<file path="config.mk">
export PLATFORM = sky130hd
export DESIGN_NAME = pb_boot_ctrl
export DESIGN_NICKNAME = d
export VERILOG_FILES = /design/src/rtl/pb_boot_pkg.sv /design/src/rtl/pb_boot_timer.sv /design/src/rtl/pb_boot_ctrl.sv
export SDC_FILE = /design/constraint.sdc
export NUM_CORES = 1
export LEC_CHECK = 0
export BUFFER_PORTS_ARGS = -buffer_cell sky130_fd_sc_hd__buf_2
export CELL_PAD_IN_SITES_DETAIL_PLACEMENT = 0
export CELL_PAD_IN_SITES_GLOBAL_PLACEMENT = 1
export CORE_MARGIN = 2
export CORE_UTILIZATION = 48
export CTS_BUF_LIST = sky130_fd_sc_hd__clkbuf_8
export DETAILED_ROUTE_END_ITERATION = 8
export GPL_ROUTABILITY_DRIVEN = 0
export PLACE_DENSITY_LB_ADDON = 0.15
export RECOVER_POWER = 100
export SETUP_SLACK_MARGIN = 0.4
export SYNTH_ARGS = -nofsm -noshare
export SYNTH_HDL_FRONTEND = slang
export SYNTH_SLANG_ARGS = --single-unit
</file>
<file path="constraint.sdc">
create_clock -name clk -period 9.23 [get_ports clk]
set_input_delay 2.769 -clock clk [delete_from_list [all_inputs] [get_ports clk]]
set_output_delay 2.769 -clock clk [all_outputs]
set_load 0.05 [all_outputs]
</file>
<file path="src/rtl/pb_boot_pkg.sv">
// Shared constants and state encoding for the PicoBlaze UART boot loader.
// The word packer lives here so the loader and any future tools agree on byte order.
package pb_boot_pkg;

   localparam int unsigned ADDR_W        = 10;
   localparam int unsigned WORD_W        = 18;
   localparam logic [7:0]  SYNC_BYTE_DEF = 8'hA5;

   typedef logic [2:0] state_t;

   localparam state_t ST_IDLE   = 3'd0;
   localparam state_t ST_LEN_HI = 3'd1;
   localparam state_t ST_LEN_LO = 3'd2;
   localparam state_t ST_DATA   = 3'd3;
   localparam state_t ST_CSUM   = 3'd4;
   localparam state_t ST_FAIL   = 3'd5;

   function automatic logic [WORD_W-1:0] pack_word(input logic [1:0] b0_lo,
                                                   input logic [7:0] b1,
                                                   input logic [7:0] b2);
      return {b0_lo, b1, b2};
   endfunction

endpackage

</file>
<file path="src/rtl/pb_boot_timer.sv">
// Inter-byte gap counter: pulses expired after CYCLES consecutive enabled cycles
// with no restart.
module pb_boot_timer #(
   parameter int unsigned CYCLES = 5000000
) (
   input  logic clk,
   input  logic rst,
   input  logic restart,
   input  logic enable,
   output logic expired
);

   localparam int unsigned   CW   = (CYCLES < 2) ? 1 : $clog2(CYCLES);
   localparam logic [CW-1:0] LAST = CW'(CYCLES - 1);

   logic [CW-1:0] cnt;

   // cnt holds the number of quiet cycles already seen, so the CYCLES-th one fires
   assign expired = enable && !restart && (cnt == LAST);

   always_ff @(posedge clk or posedge rst) begin
      if (rst) begin
         cnt <= '0;
      end else if (!enable || restart || expired) begin
         cnt <= '0;
      end else begin
         cnt <= cnt + CW'(1);
      end
   end

endmodule

</file>
<file path="src/rtl/pb_boot_ctrl.sv">
// UART boot loader: receives a SYNC/length/data/checksum frame and writes
// 18-bit words into PicoBlaze program memory while holding the CPU in reset.
module pb_boot_ctrl
   import pb_boot_pkg::*;
#(
   parameter int unsigned TIMEOUT_CYCLES = 5000000,
   parameter logic [7:0]  SYNC_BYTE      = SYNC_BYTE_DEF
) (
   input  logic              clk,
   input  logic              rst,
   input  logic [7:0]        rx_data,
   input  logic              rx_valid,
   output logic [ADDR_W-1:0] mem_addr,
   output logic [WORD_W-1:0] mem_data,
   output logic              mem_we,
   output logic              cpu_reset,
   output logic              busy,
   output logic              done,
   output logic              error
);

   state_t            state;
   logic [7:0]        sum;
   logic [ADDR_W-1:0] word_idx;
   logic [ADDR_W-1:0] last_idx;
   logic [1:0]        byte_idx;
   logic [1:0]        b0_hold;
   logic [7:0]        b1_hold;
   logic              timer_en;
   logic              timer_exp;

   assign timer_en = (state == ST_LEN_HI) || (state == ST_LEN_LO) ||
                     (state == ST_DATA)   || (state == ST_CSUM);
   assign busy     = (state != ST_IDLE);

   pb_boot_timer #(
      .CYCLES (TIMEOUT_CYCLES)
   ) u_timer (
      .clk     (clk),
      .rst     (rst),
      .restart (rx_valid),
      .enable  (timer_en),
      .expired (timer_exp)
   );

   always_ff @(posedge clk or posedge rst) begin
      if (rst) begin
         state     <= ST_IDLE;
         sum       <= '0;
         word_idx  <= '0;
         last_idx  <= '0;
         byte_idx  <= '0;
         b0_hold   <= '0;
         b1_hold   <= '0;
         mem_addr  <= '0;
         mem_data  <= '0;
         mem_we    <= 1'b0;
         cpu_reset <= 1'b0;
         done      <= 1'b0;
         error     <= 1'b0;
      end else begin
         mem_we <= 1'b0;
         done   <= 1'b0;
         case (state)
            // FAIL differs from IDLE only in holding busy/error/cpu_reset high
            ST_IDLE, ST_FAIL: begin
               if (rx_valid && (rx_data == SYNC_BYTE)) begin
                  state     <= ST_LEN_HI;
                  error     <= 1'b0;
                  sum       <= '0;
                  cpu_reset <= 1'b1;
               end
            end
            ST_LEN_HI: begin
               if (timer_exp) begin
                  state <= ST_FAIL;
                  error <= 1'b1;
               end else if (rx_valid) begin
                  last_idx[ADDR_W-1:8] <= rx_data[1:0];
                  sum                  <= sum + rx_data;
                  state                <= ST_LEN_LO;
               end
            end
            ST_LEN_LO: begin
               if (timer_exp) begin
                  state <= ST_FAIL;
                  error <= 1'b1;
               end else if (rx_valid) begin
                  last_idx[7:0] <= rx_data;
                  sum           <= sum + rx_data;
                  word_idx      <= '0;
                  byte_idx      <= '0;
                  state         <= ST_DATA;
               end
            end
            ST_DATA: begin
               if (timer_exp) begin
                  state <= ST_FAIL;
                  error <= 1'b1;
               end else if (rx_valid) begin
                  sum <= sum + rx_data;
                  case (byte_idx)
                     2'd0: begin
                        b0_hold  <= rx_data[1:0];
                        byte_idx <= 2'd1;
                     end
                     2'd1: begin
                        b1_hold  <= rx_data;
                        byte_idx <= 2'd2;
                     end
                     default: begin
                        mem_we   <= 1'b1;
                        mem_addr <= word_idx;
                        mem_data <= pack_word(b0_hold, b1_hold, rx_data);
                        byte_idx <= 2'd0;
                        if (word_idx == last_idx) begin
                           state <= ST_CSUM;
                        end else begin
                           word_idx <= word_idx + ADDR_W'(1);
                        end
                     end
                  endcase
               end
            end
            ST_CSUM: begin
               if (timer_exp) begin
                  state <= ST_FAIL;
                  error <= 1'b1;
               end else if (rx_valid) begin
                  if (rx_data == sum) begin
                     state     <= ST_IDLE;
                     done      <= 1'b1;
                     cpu_reset <= 1'b0;
                  end else begin
                     state <= ST_FAIL;
                     error <= 1'b1;
                  end
               end
            end
            default: begin
               state <= ST_IDLE;
            end
         endcase
      end
   end

endmodule

</file>
# --- Word-level counts from Yosys, hierarchy flattened ---
# Index checks and enable logic that the tools add are counted.
# W data, S select, Z words.
op_classes:
  n_addsub: 3
  eq_ne: 30
  mux: 50
  n_bitwise: 2
  reduce_logical: 31
ops:
  columns: ["operator", "n"]
  rows:
  - ["$mux W10", 6]
  - ["$mux W3", 12]
  - ["$mux W8", 3]
  - ["$add A23 B1 Y23 const B", 1]
  - ["$eq A23 B23 Y1 const B", 1]
  - ["$mux W23", 1]
  - ["$ne A2 B2 Y1 const B", 10]
  - ["$pmux W10 S2", 1]
  - ["$ne A3 B2 Y1 const B", 6]
  - ["$mux W1", 17]
  - ["$pmux W8 S2", 1]
  - ["$reduce_and A4 Y1", 4]
  - ["$pmux W3 S5", 1]
  - ["$reduce_and A5 Y1", 3]
  - ["$reduce_and A7 Y1", 2]
  - ["$add A10 B1 Y10 const B", 1]
  - ["$eq A10 B10 Y1", 1]
  - ["$add A8 B8 Y8", 1]
  - ["$eq A8 B8 Y1", 1]
  - ["$eq A8 B8 Y1 const B", 1]
  - ["$mux W2", 4]
  - ["$pmux W2 S2", 2]
  - ["$eq A3 B2 Y1 const B", 2]
  - ["$eq A3 B3 Y1 const B", 2]
  - ["17 further kinds", 32]
totals:
  register_bits: 98
  in_bits: 11
  output_inout_bits: 33
  elab_cells: 131

# --- Longest topological paths before layout ---
# Gate-level depths: netlist (run 1).
logic_depth:
  ltp_word: 8
  mapped_depth: 9
  depth_no_buf: 9

# --- By module ---
# From an unflattened synthesis (run 1), not the netlist that was laid out.
unflattened:
  hier_cells: 453
  hier_area_um2: 5107.4
modules_own_cells:
  columns: ["mod", "instances", "cells_per_inst", "area_each_um2"]
  rows:
  - ["pb_boot_ctrl", 1, 325, 3827.4]
  - ["pb_boot_timer", 1, 128, 1280.0]

# --- Least setup slack after synthesis (run 1) ---
# OpenSTA, ideal clock, no wires.
synth_path:
  kind: "input-to-reg"
  startpoint: "input port rx_data[0]"
  endpoint: "register sum[6]"
  setup_ps: 122
  t_arrival_ps: 4244
  path_slack_ps: 4864
  path_stages: 9
  path_buffers: 0
  cell_sequence: "ha_1 > inv_1 > fa_1 > nor2b_1 > o21ai_0 > a21boi_0 > o21a_1 > or3_1 > a32o_1"
synth_between:
  elab_chain_cells: 4
  elab_cells_between_ends: 8
  classes_between: "1 x add/sub; 2 x eq/ne; 3 x mux; 2 x reduce/logical"
synth_lines:
  columns: ["element", "line_no", "text"]
  rows:
  - ["start: declaration", "pb_boot_ctrl.sv:11", "input logic [7:0] rx_data,"]
  - ["$add A8 B8 Y8 or $eq A8 B8 Y1 (tied branches)", null, null]
  - ["$mux W8 or $logic_and A1 B1 Y1 (tied branches)", null, null]
  - ["$mux W8 or $ne A2 B2 Y1 (tied branches)", null, null]
  - ["$pmux W8 S2 or $reduce_and A4 Y1 (tied branches)", null, null]
  - ["end signal: assignment", "pb_boot_ctrl.sv:80", "sum <= sum + rx_data;"]
  - ["end signal: assignment", "pb_boot_ctrl.sv:90", "sum <= sum + rx_data;"]
  - ["end signal: assignment", "pb_boot_ctrl.sv:101", "sum <= sum + rx_data;"]
  - ["end: declaration", "pb_boot_ctrl.sv:23", "logic [7:0] sum;"]
# Several ways; a longest one is shown, not always the timed one. The select of a mux whose other input is x is not followed.
# A chain may end at the register's enable or synchronous reset.

# --- Final worst setup path (run 1) ---
layout_path:
  startpoint: "register state[0]"
  endpoint: "output port busy"
layout_between:
  elab_chain_cells: 1
layout_lines:
  columns: ["element", "line_no", "text"]
  rows:
  - ["start: declaration", "pb_boot_ctrl.sv:22", "state_t state;"]
  - ["start signal: assignment", "pb_boot_ctrl.sv:48", "state <= ST_IDLE;"]
  - ["start signal: assignment", "pb_boot_ctrl.sv:68", "state <= ST_LEN_HI;"]
  - ["start signal: assignment", "pb_boot_ctrl.sv:76", "state <= ST_FAIL;"]
  - ["$reduce_bool A3 Y1", "pb_boot_ctrl.sv:34", "assign busy = (state != ST_IDLE);"]
  - ["end: declaration", "pb_boot_ctrl.sv:17", "output logic busy,"]
# No other way between the ends.

==> results of run 1 <==
==> worst reg2reg max path: stages, from the launching register on <==
cell,delay [ns]
dfrtp_1,0.71
nor2_1,0.12
nand4_1,0.11
clkbuf_1,1.30
mux2_2,0.46
==> metal layers <==
layer / GRT usage (%) / part of all wire, % / up-vias
met5: 0 / 0 / -
met2: 30.0 / 48 / 56
met3: 5.83 / 4.0 / 9
li1: - / - / 1654
met1: 26.0 / 47 / 1646
met4: 6.47 / 1.3 / 0
==> power groups by stage <==
stage	clock network [uW]	logic (uW)	registers (uW)
6_report	318	531	637
5_1_grt	343	583	656
4_1_cts	329	545	637
3_5_place_dp	0	544	645
3_3_place_gp	0	533	642
2_1_floorplan	0	358	710
==> stage by stage <==
stage,hold WS (ns),total power [uW],cells
after floorplan,0.424,1070,440
after global placement,0.436,1170,599
after detailed placement,0.453,1190,599
after CTS,0.466,1510,615
after global routing,0.468,1580,615
final,0.457,1490,615
==> state kept, by name, indices dropped and copies added, names as in the netlist <==
register	count
cpu_reset	1
mem_we	1
last_idx	10
error	1
word_idx	10
b0_hold	2
sum	8
mem_data	18
mem_addr	10
u_timer.cnt	23
byte_idx	2
state	3
b1_hold	8
done	1
==> worst paths after layout <==
check,startpoint,endpoint,slack (ns),cells after the start
min in group asynchronous,rst,u_timer.cnt[3]$_DFF_PP0_,2.79,2
max in group asynchronous,rst,mem_data[3]$_DFFE_PP0P_,5.04,3
worst max-delay path,state[0]$_DFFE_PP0P_,busy,4.20,3
worst max register to register,state[2]$_DFFE_PP0P_,mem_data[15]$_DFFE_PP0P_,6.41,4
worst min-delay path,u_timer.cnt[0]$_DFF_PP0_,u_timer.cnt[0]$_DFF_PP0_,0.46,1
worst min register to register,u_timer.cnt[0]$_DFF_PP0_,u_timer.cnt[0]$_DFF_PP0_,0.46,1
==> logic make-up after synthesis <==
group                      Yosys count  share of synthesized area (%)
DFF                                 98                           50.7
and+or+nand+nor                    149                           15.9
xor gates and xnor gates            42                           7.61
muxes                               47                           10.9
buffers and inverters               33                           2.82
AOI/OAI and AO/OA                   60                           9.03
adders and majority gates           11                           2.95
==> final cells by class <==
| cell class | instances | area, um^2 | area share [%] |
|---|---|---|---|
| Tap cell | 133 | 166 | 3.12 |
| Clock inverter | 6 | 96.3 | 1.81 |
| Inverter | 14 | 53.8 | 1.01 |
| Clock buffer | 10 | 138 | 2.58 |
| Timing Repair Buffer | 45 | 180 | 3.38 |
| Multi-Input combinational cell | 309 | 2250 | 42.1 |
| Sequential cell | 98 | 2450 | 46.0 |
==> cell usage in the layout, fill, tap and decap left out, types with 6 or more instances in the layout <==
cell,instances
nand3_1,12
nand4_1,15
nand2_1,30
xnor2_1,26
nor2_1,50
buf_2,6
xor2_1,16
nor3_1,10
inv_1,13
clkbuf_8,10
dfrtp_1,98
a21oi_1,8
ha_1,9
mux2_2,47
clkbuf_1,38
o21ai_0,11
o31ai_1,6
==> synthesized netlist by cell type (all sizes together), types with 7 or more instances <==
cell type	number	area share, %
a21oi	8	0.83
buf	9	0.91
clkbuf	10	0.83
dfrtp	98	51
ha	9	2.3
inv	14	1.1
mux2	47	11
nand2	30	2.3
nand3	13	1.6
nand4	15	1.9
nor2	50	3.9
nor3	10	1.0
o21ai	11	1.1
o31ai	7	1.2
xnor2	26	4.7
xor2	16	2.9
==> flow_metrics.py, run 1 <==
metrics = {
    "placement": {
        "place_area_mm2": 0.00515,
        "dp_slack_ns": 4.18,
        "dp_hpwl_mm": 6.91,
        "port_buffers": 43,
    },
    "layout": {
        "diodes": 0,
        "finish.utilization_pct": 54.6,
        "fin_area_mm2": 0.00533,
        "drive_above_1_share_pct": 16.0,
        "fillers": 892,
        "syn_to_final_growth_pct": 10.3,
        "nets": 498,
    },
    "pwr": {
        "power_frac_clock_pct": 21.4,
        "power_density_mw_per_mm2": 279,
        "p_leak_uw": 0.00231,
        "ir_worst_vdd_uv": 170,
        "switchingPower_uw": 579,
        "seqPwrFrac_pct": 42.9,
        "p_comb_share_pct": 35.7,
        "p_int_uw": 906,
        "swShare_pct": 39.0,
    },
    "worst_setup_path": {
        "start_kind": "flop",
        "path_cells": "nor2_1 -> nand2_1 -> clkbuf_1",
        "worstPathArrival_ns": 2.26,
        "worst-path-buf-inv": 1,
        "crit_family": "flip-flops",
        "required_ns": 6.46,
        "cp_max_fo": 24,
        "setup.worst_path.class": "flop to output port",
        "crit_slowest_cell": "dfrtp_1",
        "end_kind": "output port",
        "cpPeakStageDelay_ns": 0.84,
    },
    "global_route": {
        "grt_antenna_before_repair": 0,
        "grt_overflow": 0,
        "grt_pass1_wl_mm": 16.7,
        "grt_max_degree": 60,
        "grt_pass1_vias": 3279,
        "track_usage_pct": 19.4,
    },
    "sta": {
        "period_minus_slack_ns": 5.03,
        "finalSetupViolations": 0,
        "fin_crit_sh_pct": 54.5,
        "final.setup.worst_slack_ns": 4.20,
        "hold_viol": 0,
        "slew_violations": 73,
        "rsz0062_at_grt": "no",
        "worstMarginPinSlew_ns": 1.78,
        "fmax_mhz": 199,
        "setup_tns_ns": 0,
        "relSlewSlack_pct": -18.9,
        "finClkSkew_ns": 0.0126,
    },
    "routing": {
        "firstDrtPassIters": 4,
        "drc_errors": 0,
        "via_per_inst": 5.47,
        "drtIter0Drc": 125,
        "via_count": 3365,
        "wl_mm": 9.92,
        "wire_per_inst_um": 16.1,
        "detail-route-antenna-nets": 0,
    },
    "status": {
        "status": "finished with violations",
        "violations": "capacitance limit, slew limit",
    },
    "floorplan": {
        "initial_core_util_pct": 49.5,
        "dieArea_mm2": 0.0109,
        "core_area_mm2": 0.00977,
        "die_w_um": 104,
        "row_count": 36,
        "ioPinCount": 44,
        "die_y_um": 104,
    },
    "clock_network": {
        "tritoncts": "done",
        "clockBufferDepth": 2,
        "cts_resized": 0,
        "cts_setup_buffers": 0,
        "clkTransAtPathRegs_ns": 0.09,
        "cts_sinks": 98,
        "clkLatencyLatePin_ns": 0.38,
        "numCtsBuffers": 9,
        "htreeDepth": 3,
        "ctsHoldBuffers": 0,
        "clockRootBuffer": "clkbuf_8",
    },
    "synth": {
        "synth_edf_count": 0,
        "synth_seq_cells": 98,
        "synth_flop_cell": "dfrtp_1",
        "syn_avg_cell_area_um2": 11.0,
        "syn_inst": 440,
        "synth_cell_type_count": 58,
        "async_flop_share_pct": 100,
        "yosysWarnings": 0,
        "seq_area_frac_synth_pct": 50.7,
        "synth_fp_nets": 461,
        "synth_area_mm2": 0.00483,
    },
    "worst_hold_path": {
        "worstHoldPathType": "flop to flop",
    },
    "run": {
        "drv_cap": 2,
    },
}
(Power assumes the default switching activity.)
==> run 2, diff against run 1 <==
==> constraint.sdc (replaced) <==
create_clock -name clk -period 5.1 [get_ports clk]
set_input_delay 1.53 -clock clk [delete_from_list [all_inputs] [get_ports clk]]
set_output_delay 1.53 -clock clk [all_outputs]
set_load 0.05 [all_outputs]
==> run 2 against run 1 <==
The flow still finishes with violations (capacitance limit, slew limit). Sequential power grew 82%. Cell count is the same. Flip-flop and latch count is the same. Clock skew shrank 0.0017 ns. First-iteration DRC count decreased by 8.0%. Non-clock buffer count up 1. Combinational power increased by 82%. Worst setup slack got worse by 2.9 ns. Highest routed layer unchanged.
==> flow_metrics.py, run 2 (synthesis gave the netlist of run 1 again) <==
metrics = {
    "worst_setup_path": {
        "start_kind": "flop",
        "worstPathArrival_ns": 2.29,
        "crit_path_start": "state[0]$_DFFE_PP0P_",
        "cp_max_fo": 24,
        "setup.worst_path.class": "flop to output port",
        "timing.rr.start": "state[2]$_DFFE_PP0P_",
        "end_kind": "output port",
        "required_ns": 3.57,
    },
    "floorplan": {
        "core_area_mm2": 0.00977,
        "dieArea_mm2": 0.0109,
        "die_w_um": 104,
        "row_count": 36,
        "ioPinCount": 44,
        "die_y_um": 104,
        "initial_core_util_pct": 49.5,
    },
    "layout": {
        "largestRegisters": "u_timer.cnt (23), mem_data (18)",
        "fillers": 881,
        "nets": 499,
        "largest_reg_flops": 23,
        "final_cell_mix": "dfrtp_1 (98), nor2_1 (50), mux2_2 (47)",
        "drive_above_1_share_pct": 15.8,
        "top_register": "u_timer.cnt",
        "diodes": 0,
        "syn_to_final_growth_pct": 10.1,
        "final_common_cell": "dfrtp_1",
    },
    "clock_network": {
        "ctsHoldBuffers": 0,
        "clkLatencyLatePin_ns": 0.38,
        "cts_resized": 0,
        "cts_sinks": 98,
        "numCtsBuffers": 9,
        "clkTransAtPathRegs_ns": 0.09,
        "clockRootBuffer": "clkbuf_8",
        "cts_setup_buffers": 0,
        "tritoncts": "done",
        "clockBufferDepth": 2,
        "htreeDepth": 3,
    },
    "routing": {
        "wire_per_inst_um": 16.6,
        "firstDrtPassIters": 4,
        "drc_errors": 0,
        "wl_mm": 10.2,
        "drtIter0Drc": 115,
        "via_per_inst": 5.54,
        "via_count": 3407,
        "detail-route-antenna-nets": 0,
    },
    "placement": {
        "dp_hpwl_mm": 7.07,
        "port_buffers": 43,
    },
    "global_route": {
        "grt_antenna_before_repair": 0,
        "gr-usage-met3_pct": 5.45,
        "grt_pass1_vias": 3431,
        "use_met1_pct": 26.7,
        "grt_overflow": 0,
        "grt_pass1_wl_mm": 17.6,
        "grt_max_degree": 73,
        "busiest_layer": "met2",
        "grt_use_met2_pct": 32.3,
        "track_usage_pct": 20.2,
    },
    "sta": {
        "hold_viol": 0,
        "holdWs_ns": 0.462,
        "fmax_mhz": 262,
        "worstMarginPinSlew_ns": 2.66,
        "finClkSkew_ns": 0.0109,
        "finalSetupViolations": 0,
        "fin_crit_sh_pct": 74.9,
        "slew_violations": 105,
        "relSlewSlack_pct": -77.2,
        "period_minus_slack_ns": 3.82,
        "setup_tns_ns": 0,
        "rsz0062_at_grt": "no",
    },
    "pwr": {
        "p_leak_uw": 0.00231,
        "ir_worst_vdd_uv": 282,
        "power_density_mw_per_mm2": 506,
    },
    "run": {
        "drv_cap": 2,
    },
    "status": {
        "violations": "capacitance limit, slew limit",
        "status": "finished with violations",
    },
    "worst_hold_path": {
        "worstHoldPathType": "flop to flop",
        "hold_start": "u_timer.cnt[0]$_DFF_PP0_",
    },
}
[run 2: cell types whose count changed in the layout (fill, tap and decap cells not counted)]
cell and delta:
buf_2 +1, inv_1 +1, inv_6 +1, inv_8 -1
clkinv_4 -1, clkinvlp_2 -1
[run 2: where the power goes]
part	internal [uW]	switching [uW]
clock network	290	276
registers	975	189
logic	371	594
[run 2: metal layers]
layer  wire (um)  up-vias
li1            -     1639
met1        4670     1701
met4         212        0
met5           0        -
met2        4960       50
met3         346       17
[run 2: final cells by class]
type	instances	area (um^2)	share of cell area [%]
well taps	133	166	3.13
clock buffers	10	138	2.58
multi-input cells	309	2250	42.2
repair buffers	46	185	3.48
inverters	14	52.6	0.987
clock inverters	5	85.1	1.60
flip-flops and latches	98	2450	46.1
[run 2: final timing paths]
| check | cells past startpoint | slack [ns] | to |
|---|---|---|---|
| worst min-delay path | 1 | 0.46 | u_timer.cnt[0]$_DFF_PP0_ |
| min in group asynchronous | 2 | 2.05 | mem_data[13]$_DFFE_PP0P_ |
| worst max register to register | 4 | 2.29 | mem_data[11]$_DFFE_PP0P_ |
| worst max-delay path | 3 | 1.28 | busy |
| max in group asynchronous | 2 | 1.50 | sum[3]$_DFFE_PP0P_ |
| worst min register to register | 1 | 0.46 | u_timer.cnt[0]$_DFF_PP0_ |
[run 2: critical path, stage by stage, from the launching register on]
cell	delay, ns
dfrtp_1	0.84
nor2_1	0.33
nand2_1	0.24
clkbuf_1	0.49
[run 2: per-stage QoR]
step | cell area [um^2] | total power, uW | cells | util, % | worst slack, ns
detailed placement | 5160 | 2170 | 600 | 52.8 | 1.56
global route | 5330 | 2890 | 615 | 54.5 | 0.858
CTS | 5380 | 2750 | 615 | 55.0 | 1.43
floorplan | 4830 | 1930 | 440 | - | 1.01
global placement | 5160 | 2150 | 600 | 52.8 | 1.62
finish | 5330 | 2700 | 615 | 54.5 | 1.28
==> run 3, diff against run 2 <==
--- a/config.mk
+++ b/config.mk
@@ -5,11 +5,12 @@
 export SDC_FILE = /design/constraint.sdc
 export NUM_CORES = 1
 export LEC_CHECK = 0
+export ABC_AREA = 1
 export BUFFER_PORTS_ARGS = -buffer_cell sky130_fd_sc_hd__buf_2
 export CELL_PAD_IN_SITES_DETAIL_PLACEMENT = 0
 export CELL_PAD_IN_SITES_GLOBAL_PLACEMENT = 1
 export CORE_MARGIN = 2
-export CORE_UTILIZATION = 48
+export CORE_UTILIZATION = 41
 export CTS_BUF_LIST = sky130_fd_sc_hd__clkbuf_8
 export DETAILED_ROUTE_END_ITERATION = 8
 export GPL_ROUTABILITY_DRIVEN = 0
==> constraint.sdc (replaced) <==
create_clock -name clk -period 3.1 [get_ports clk]
set_input_delay 0.93 -clock clk [delete_from_list [all_inputs] [get_ports clk]]
set_output_delay 0.93 -clock clk [all_outputs]
set_load 0.05 [all_outputs]
==> run 3 against run 2 <==
Clock power up 64%. Highest routed layer unchanged. Critical endpoint unchanged. Die area grew 25%. Synthesized cell count grew 56%. Largest cell class unchanged. Count of clock-buffer cells in the layout decreased by 1. The run now ends clean. Sequential share of layout area down 3.4 points.
==> flow_metrics.py, run 3 <==
metrics = {
    "status": {
        "status": "finished, final reports clean",
    },
    "worst_setup_path": {
        "worst-path-buf-inv": 2,
        "end_kind": "output port",
        "required_ns": 2.17,
        "path_cells": "inv_1 -> nand2_1 -> clkbuf_1",
        "cp_max_fo": 6,
        "timing.rr.start": "state[2]$_DFFE_PP0P_",
        "cpPeakStageDelay_ns": 0.47,
        "setup.worst_path.class": "flop to output port",
        "crit_slowest_cell": "clkbuf_1",
        "worstPathArrival_ns": 1.49,
        "crit_family": "buffers and inverters",
        "start_kind": "flop",
        "crit_path_start": "state[2]$_DFFE_PP0P_",
        "rrSetupSlack_ns": 0.92,
    },
    "routing": {
        "firstDrtPassIters": 5,
        "wire_per_inst_um": 13.5,
        "wl_mm": 12.2,
        "drtIter0Drc": 279,
        "drc_errors": 0,
        "via_per_inst": 4.86,
        "via_count": 4399,
        "detail-route-antenna-nets": 0,
    },
    "floorplan": {
        "die_w_um": 117,
        "die_y_um": 117,
        "core_area_mm2": 0.0125,
        "row_count": 41,
        "dieArea_mm2": 0.0136,
        "initial_core_util_pct": 41.6,
        "ioPinCount": 44,
    },
    "synth": {
        "synthAdderAreaFrac_pct": 2.55,
        "yosys.area_share.xor_xnor_pct": 1.85,
        "synthMostInstantiatedCell": "nand2_1",
        "synth_top_area_cell": "dfrtp_1",
        "synth.top_cells.by_area": "dfrtp_1 (47%), nand2_1 (15%), inv_1 (6.3%)",
        "yosys.area_share.simple_pct": 30.6,
        "yosysWarnings": 0,
        "muxShareOfSynthArea_pct": 0,
        "synth_fp_nets": 706,
        "synth_cell_type_count": 39,
        "syn_inst": 685,
        "async_flop_share_pct": 100,
        "synth_flop_cell": "dfrtp_1",
        "syn_avg_cell_area_um2": 7.60,
        "synth_seq_cells": 98,
        "seq_area_frac_synth_pct": 47.1,
        "synth_area_mm2": 0.00521,
        "synth.top_cell.area_share_pct": 47.1,
        "synth-compound-area-share_pct": 9.97,
        "synth_common_cells": "nand2_1 (210), dfrtp_1 (98), inv_1 (88), o21ai_0 (64), nor2_1 (62)",
        "synth_top_family_by_area": "simple AND/OR/NAND/NOR gates",
        "synth_edf_count": 0,
    },
    "sta": {
        "finClkSkew_ns": 0.0191,
        "finalSetupViolations": 0,
        "period_minus_slack_ns": 2.42,
        "fin_crit_sh_pct": 78.2,
        "slew_violations": 0,
        "hold_viol": 0,
        "fmax_mhz": 412,
        "final.setup.worst_slack_ns": 0.675,
        "relSlewSlack_pct": 24.7,
        "worstMarginPinSlew_ns": 1.13,
        "rsz0062_at_grt": "no",
        "setup_tns_ns": 0,
    },
    "pwr": {
        "power_density_mw_per_mm2": 784,
        "ir_worst_vdd_uv": 368,
        "p_leak_uw": 0.00276,
        "finalPower_uw": 4500,
    },
    "global_route": {
        "grt_antenna_before_repair": 0,
        "grt_pass1_wl_mm": 20.1,
        "grt_overflow": 0,
        "track_usage_pct": 19.0,
        "grt_max_degree": 81,
        "grt_pass1_vias": 4020,
    },
    "layout": {
        "drive_above_1_share_pct": 5.99,
        "syn_to_final_growth_pct": 10.3,
        "stdcell_count": 906,
        "top_register": "u_timer.cnt",
        "fillers": 1352,
        "largest_reg_flops": 23,
        "diodes": 0,
        "largestRegisters": "u_timer.cnt (23), mem_data (18)",
        "final_cell_mix": "nand2_1 (210), dfrtp_1 (98), inv_1 (91)",
        "nets": 750,
        "final_common_cell": "nand2_1",
    },
    "placement": {
        "dp_hpwl_mm": 9.03,
        "dp_slack_ns": 0.618,
        "port_buffers": 43,
        "dp.cells": 890,
    },
    "clock_network": {
        "clockRootBuffer": "clkbuf_8",
        "cts_sinks": 98,
        "clockBufferDepth": 2,
        "clkLatencyLatePin_ns": 0.38,
        "ctsHoldBuffers": 0,
        "htreeDepth": 3,
        "tritoncts": "done",
        "numCtsBuffers": 9,
        "cts_setup_buffers": 0,
        "cts_resized": 0,
        "clkTransAtPathRegs_ns": 0.10,
    },
    "run": {
        "drv_cap": 0,
    },
    "worst_hold_path": {
        "hold_start": "mem_data[15]$_DFFE_PP0P_",
        "worstHoldPathType": "flop to flop",
    },
}
run 3: changes by cell type after synthesis, sizes merged, moves of 8 or more:
cell	previous run	this run
nand3	13	39
mux2	47	0
xnor2	26	4
clkbuf	10	2
nor2	50	70
nor3	10	20
o21ai	11	68
nand2	30	213
inv	14	91
xor2	16	7
a21oi	8	21
run 3: final cells by class:
| cell class | instances | area (um^2) | share of cell area, % |
|---|---|---|---|
| multi-input cells | 482 | 2320 | 40.4 |
| clock inverters | 7 | 93.8 | 1.63 |
| repair buffers | 47 | 198 | 3.44 |
| well taps | 172 | 215 | 3.75 |
| clock buffers | 9 | 124 | 2.16 |
| flip-flops and latches | 98 | 2450 | 42.7 |
| inverters | 91 | 343 | 5.97 |
run 3: cell families after synthesis:
| logic type | Yosys count |
|---|---|
| adders and majority gates | 10 |
| xor gates and xnor gates | 11 |
| buffers and inverters | 105 |
| and+or+nand+nor | 364 |
| DFF | 98 |
| AOI/OAI and AO/OA | 97 |
run 3: worst paths after layout:
kind | to | cells after the start
min in group asynchronous | u_timer.cnt[14]$_DFF_PP0_ | 2
min reg2reg | mem_data[15]$_DFFE_PP0P_ | 2
max in group asynchronous | word_idx[4]$_DFFE_PP0P_ | 3
max reg2reg | mem_addr[0]$_DFFE_PP0P_ | 9
min | mem_data[15]$_DFFE_PP0P_ | 2
max | busy | 3
run 3: metrics by stage:
step	utilization, %	cell area (um^2)	hold slack (ns)
3_5_place_dp	44.8	5610	0.458
5_1_grt	45.9	5740	0.509
3_3_place_gp	44.8	5610	0.452
6_report	45.9	5740	0.480
2_1_floorplan	-	5210	0.449
4_1_cts	46.6	5830	0.482
run 3: power breakdown:
part           internal, uW  total (uW)  switching [uW]
Combinational           490        1760            1270
Sequential             1590        1810             221
Clock                   457         930             473
run 3: worst reg2reg max path, cell delays in order (launching register included):
cell,delay (ns)
dfrtp_1,0.45
inv_1,0.11
nand2_1,0.12
nor2_2,0.04
buf_4,0.18
inv_1,0.21
nor2_1,0.09
buf_4,0.19
inv_2,0.48
o21ai_0,0.19
run 3: per-layer routing:
| layer | track usage, % | routed length (um) |
|---|---|---|
| met5 | 0 | 0 |
| met2 | 31.6 | 5820 |
| met1 | 25.7 | 5830 |
| met3 | 3.68 | 458 |
| met4 | 4.94 | 140 |
